### src/rtl/pc_pkg.sv
// Shared types and helpers for the program-counter unit and its target calculator.
package pc_pkg;

  typedef enum logic {BRANCH_IMM = 1'b0, RESULT = 1'b1} redirect_sel_e;
  typedef enum logic [1:0] {BOOT = 2'd0, RUN = 2'd1, HOLD = 2'd2} pc_state_e;

  localparam int IMM_W = 24;
  localparam int MAX_W = 64;

  // Sign-extends a 24-bit word offset, converts it to a byte offset and keeps the low width bits.
  function automatic logic [MAX_W-1:0] sext_imm24_shl2(input logic [IMM_W-1:0] imm,
                                                        input int width);
    logic [MAX_W-1:0] ext;
    logic [MAX_W-1:0] mask;
    ext  = {{(MAX_W-IMM_W-2){imm[IMM_W-1]}}, imm, 2'b00};
    mask = (width >= MAX_W) ? '1 : ((64'd1 << width) - 64'd1);
    return ext & mask;
  endfunction

endpackage

### src/rtl/pc_target_calc.sv
// Combinational redirect target: PC-relative branch or word-aligned absolute target.
module pc_target_calc
  import pc_pkg::*;
#(
  parameter int ADDR_W   = 32,
  parameter int PC_AHEAD = 8
) (
  input  logic [ADDR_W-1:0] pc,
  input  logic              redirect_sel,
  input  logic [23:0]       branch_imm24,
  input  logic [ADDR_W-1:0] result_target,
  output logic [ADDR_W-1:0] target
);

  logic signed [ADDR_W-1:0] imm_off;
  logic        [ADDR_W-1:0] branch_target;
  logic        [ADDR_W-1:0] result_aligned;

  assign imm_off        = ADDR_W'(sext_imm24_shl2(branch_imm24, ADDR_W));
  assign branch_target  = pc + ADDR_W'(PC_AHEAD) + $unsigned(imm_off);
  assign result_aligned = result_target & ~ADDR_W'(3);

  always_comb begin
    target = branch_target;
    if (redirect_sel_e'(redirect_sel) == RESULT) target = result_aligned;
  end

endmodule

### src/rtl/pc_unit.sv
// Program counter with fetch handshake, stall and a pending-redirect latch so that
// redirects arriving while fetch is blocked are applied once the stall clears.
module pc_unit
  import pc_pkg::*;
#(
  parameter int              ADDR_W       = 32,
  parameter logic [ADDR_W-1:0] RESET_VECTOR = '0,
  parameter int              STEP         = 4,
  parameter int              PC_AHEAD     = 8
) (
  input  logic              clk,
  input  logic              reset,
  input  logic              stall,
  input  logic              fetch_ready,
  output logic              fetch_valid,
  output logic [ADDR_W-1:0] pc,
  output logic [ADDR_W-1:0] pc_plus_step,
  output logic [ADDR_W-1:0] pc_ahead,
  input  logic              redirect_valid,
  input  logic              redirect_sel,
  input  logic [23:0]       branch_imm24,
  input  logic [ADDR_W-1:0] result_target,
  output logic              redirect_pending
);

  pc_state_e         state;
  pc_state_e         state_next;
  logic [ADDR_W-1:0] pc_next;
  logic [ADDR_W-1:0] pending;
  logic [ADDR_W-1:0] pending_next;
  logic [ADDR_W-1:0] target;
  logic              advance;
  logic              blocked;

  assign pc_plus_step = pc + ADDR_W'(STEP);
  assign pc_ahead     = pc + ADDR_W'(PC_AHEAD);
  assign advance      = fetch_valid & fetch_ready & ~stall;
  assign blocked      = stall | (fetch_valid & ~fetch_ready);

  // Branch base is always the registered pc, including while a redirect is held.
  pc_target_calc #(
    .ADDR_W   (ADDR_W),
    .PC_AHEAD (PC_AHEAD)
  ) u_target (
    .pc            (pc),
    .redirect_sel  (redirect_sel),
    .branch_imm24  (branch_imm24),
    .result_target (result_target),
    .target        (target)
  );

  always_ff @(posedge clk or posedge reset) begin
    if (reset) begin
      state   <= BOOT;
      pc      <= RESET_VECTOR;
      pending <= '0;
    end else begin
      state   <= state_next;
      pc      <= pc_next;
      pending <= pending_next;
    end
  end

  always_comb begin
    state_next   = state;
    pc_next      = pc;
    pending_next = pending;
    unique case (state)
      BOOT: state_next = RUN;
      RUN: begin
        if (redirect_valid && !blocked) begin
          pc_next = target;
        end else if (redirect_valid) begin
          pending_next = target;
          state_next   = HOLD;
        end else if (advance) begin
          pc_next = pc_plus_step;
        end
      end
      HOLD: begin
        // A redirect arriving on the release edge is newer than the latched one.
        if (!stall) begin
          pc_next    = redirect_valid ? target : pending;
          state_next = RUN;
        end else if (redirect_valid) begin
          pending_next = target;
        end
      end
      default: state_next = BOOT;
    endcase
  end

  always_comb begin
    fetch_valid      = (state == RUN);
    redirect_pending = (state == HOLD);
  end

endmodule

### config.mk
export PLATFORM = sky130hd
export DESIGN_NAME = pc_unit
export DESIGN_NICKNAME = d
export VERILOG_FILES = /design/src/rtl/pc_pkg.sv /design/src/rtl/pc_target_calc.sv /design/src/rtl/pc_unit.sv
export SDC_FILE = /design/constraint.sdc
export NUM_CORES = 1
export LEC_CHECK = 0
export ABC_AREA = 1
export ABC_CLOCK_PERIOD_IN_PS = 4250
export BUFFER_PORTS_ARGS = -buffer_cell sky130_fd_sc_hd__buf_4
export CAP_MARGIN = 20
export CORE_MARGIN = 4
export CORE_UTILIZATION = 50
export DETAILED_ROUTE_END_ITERATION = 16
export PLACE_DENSITY = 0.8
export SLEW_MARGIN = 30
export SYNTH_ARGS = -nofsm -noshare
export SYNTH_HDL_FRONTEND = slang
export SYNTH_SLANG_ARGS = --single-unit
### constraint.sdc
create_clock -name clk -period 4.25 [get_ports clk]
set_input_delay 0.2125 -clock clk [delete_from_list [all_inputs] [get_ports clk]]
set_output_delay 0.2125 -clock clk [all_outputs]
set_load 0.05 [all_outputs]
==> flow_summary.toml <==
[sta]
worst_pin_slew_ps = 948.9
layout_setup_ws_ps = 546.1
fin_worst_skew_ps = 7.099
clock.fmax_mhz = 270.0
rsz0062_at_grt = "no"
maxSlewViolCount = 0
setup_viol = 0
slew_headroom = 0.3667
fin_crit_ps = 3704
timing.final.hold_violations = 0
tns_ps = 0
timing.final.crit_share = 0.8715

[drt]
detail-route-antenna-nets = 0
routedWlPerCell_um = 16.37
vias = 8133
finalWirelength_um = 24130
drtIter0Drc = 892
first_pass_iters = 5
drc = 0
viasPerCell = 5.518

[cts]
worstSkewPairLatency_ps = 340
cts_buffer_depth = 2
cts_root_buf = "clkbuf_16"
clkTransAtPathRegs_ps = 50
cts_setup_buffers = 0
tritoncts = "built"
post_cts_resize_count = 0
htreeDepth = 3
clkSinkCount = 66
postCtsHoldBufs = 0
cts_made_buffers = 9

[yosys]
yosys-top-cells-count = "nand2_1, nand3_1, inv_1"
syn_area_sq_um = 7123
synth.most_common_cell = "nand2_1"
synth_largest_area_cell = "dfrtp_1"
yosys-top-cells-area = "dfrtp_1, nand2_1, nand3_1"
yosysTopAreaCellShare = 0.2319
synth_cell_types = 44
async_reset_ff_frac = 1.000
ys_ff_latch = 66
synth.yosys.seq_area_share = 0.2319
avgSynthCellArea_sq_um = 6.151
ys_warn_count = 0
synth_ff_type = "dfrtp_1"
synthCells = 1158
syn_nets = 1258
synth-edff-count = 0

[worst_setup_path]
start_kind = "register"
path_class = "register to register"
required_ps = 4470
path_max_fanout = 6
reg2reg_depth = 19
cp.arrival_ps = 3930
critPathCaptureType = "register"

[floorplanning]
rows = 43
design.die.area_sq_um = 16220
ios = 160
start_util = 0.5112
core-area_sq_um = 13930
die_w_um = 127.4
dieHeight_um = 127.4

[global_routing]
grt_pass1_vias = 7425
antenna_found_initial = 0
overflow = 0
grt_use_total = 0.2930
grt_start_max_net_pins = 67
grt_pass1_wl_um = 37770

[placement]
numPortBuffers = 157
routabilityCongestion = 0.9085
place_ws_ps = 665.0
dp_hpwl_um = 18820

[layout]
antenna_cells = 0
drive_gt1_frac = 0.1839
utilization = 0.6237
seqCellArea_sq_um = 1652
nets = 1389
nFillCells = 1313
area.growth.synth_to_final_pct = 22.01
multi_input_area_sq_um = 4830

[outcome]
status = "finished, final reports clean"

[power_and_ir_drop]
seqPwrFrac = 0.161
power_density_nw_per_um2 = 952.1
p_switching_mw = 5.035
internal-power_mw = 3.239
p_leak_nw = 4.557
p_sw_frac = 0.6085
irDropWorstVdd_mv = 0.7790
clockPowerShare = 0.085
finalPower_mw = 8.275
pwr-share-comb = 0.754

[run]
max-cap-violations = 0

[hold_path]
min_path_type = "input port to async pin"
[final timing paths]
| check | startpoint | endpoint | slack [ps] |
|---|---|---|---|
| worst max register to register | pc[4] | pc[15] | 550 |
| worst max-delay path | pc[4] | pc[15] | 550 |
| worst min register to register | pending[6] | pending[6] | 480 |
| worst min-delay path | reset | pending[31] | 130 |
| min in group clk | stall | state[1] | 290 |
| max in group asynchronous | reset | pc[3] | 3560 |
[cells by family after synthesis]
| kind of cell | synth area share |
|---|---|
| AO/OA/AOI/OAI | 0.1361 |
| AND/OR/NAND/NOR | 0.4105 |
| adder cells (fa/ha/maj) | 0.06780 |
| buffers and inverters | 0.09257 |
| flip-flops | 0.2319 |
| XOR/XNOR | 0.06113 |
[state kept, by name, indices dropped and copies added (netlist names)]
register and count:
pc 32, pending 32, state 2
[layer usage]
| layer | GRT usage | part of all wire |
|---|---|---|
| met1 | 0.3934 | 0.42 |
| met4 | 0.1161 | 0.038 |
| met3 | 0.04766 | 0.091 |
| met5 | 0 | 0 |
| met2 | 0.4726 | 0.45 |
[per-stage QoR]
| stage | hold slack [ps] | cells | cell area [sq um] |
|---|---|---|---|
| floorplan | 447.8 | 1158 | 7123 |
| global placement | 462.5 | 1458 | 8407 |
| detailed placement | 468.4 | 1458 | 8407 |
| CTS | 176.4 | 1474 | 8691 |
| global route | 214.3 | 1474 | 8691 |
| finish | 129.3 | 1474 | 8691 |
[cell type report]
class,count,area share
repair buffers,166,0.1434
inverters,121,0.05226
clock buffers,14,0.03153
clock inverters,2,0.001152
well taps,180,0.02591
multi-input cells,925,0.5557
flip-flops and latches,66,0.1900
[cells in the final DEF, fill, tap and decap left out, drive strengths merged]
master / synthesis / final
clkinv: 0 / 3
o21a: 13 / 13
and2: 1 / 1
nor4: 1 / 1
nor3: 12 / 12
nand2: 391 / 391
nand3: 136 / 136
xnor2: 9 / 9
a31oi: 8 / 8
a22o: 1 / 1
o31ai: 1 / 1
or2: 19 / 19
o21ai: 73 / 73
o221ai: 1 / 1
o21bai: 10 / 10
clkbuf: 27 / 14
nand3b: 4 / 4
a21o: 1 / 1
or3b: 1 / 1
nor2: 96 / 96
ha: 37 / 37
a21oi: 56 / 56
xor2: 39 / 39
nand4: 6 / 6
dfrtp: 66 / 66
buf: 19 / 166
o211ai: 8 / 8
inv: 121 / 120
fa: 1 / 1
[critical path: stages (launching register included)]
cell	delay [ps]
dfrtp_1	480
ha_1	250
inv_1	110
nor2_8	170
nand2_4	70
nor2_4	160
xor2_1	360
ha_1	340
nand2_1	150
inv_1	50
nand2_1	60
nand2_1	80
a21oi_1	120
nand2_1	150
xnor2_1	440
o21ai_0	180
o21bai_1	180
nand2_1	70
nand3_1	100
nand2_1	60
[power groups by stage]
stage                     clock (mW)  sequential, mW  combinational (mW)
after floorplan                    0            1.70                4.07
after global placement             0            1.30                6.09
after detailed placement           0            1.32                6.16
after CTS                      0.704            1.31                6.20
after global routing           0.735            1.36                6.78
final                          0.704            1.33                6.24
(Power assumes the default switching activity.)
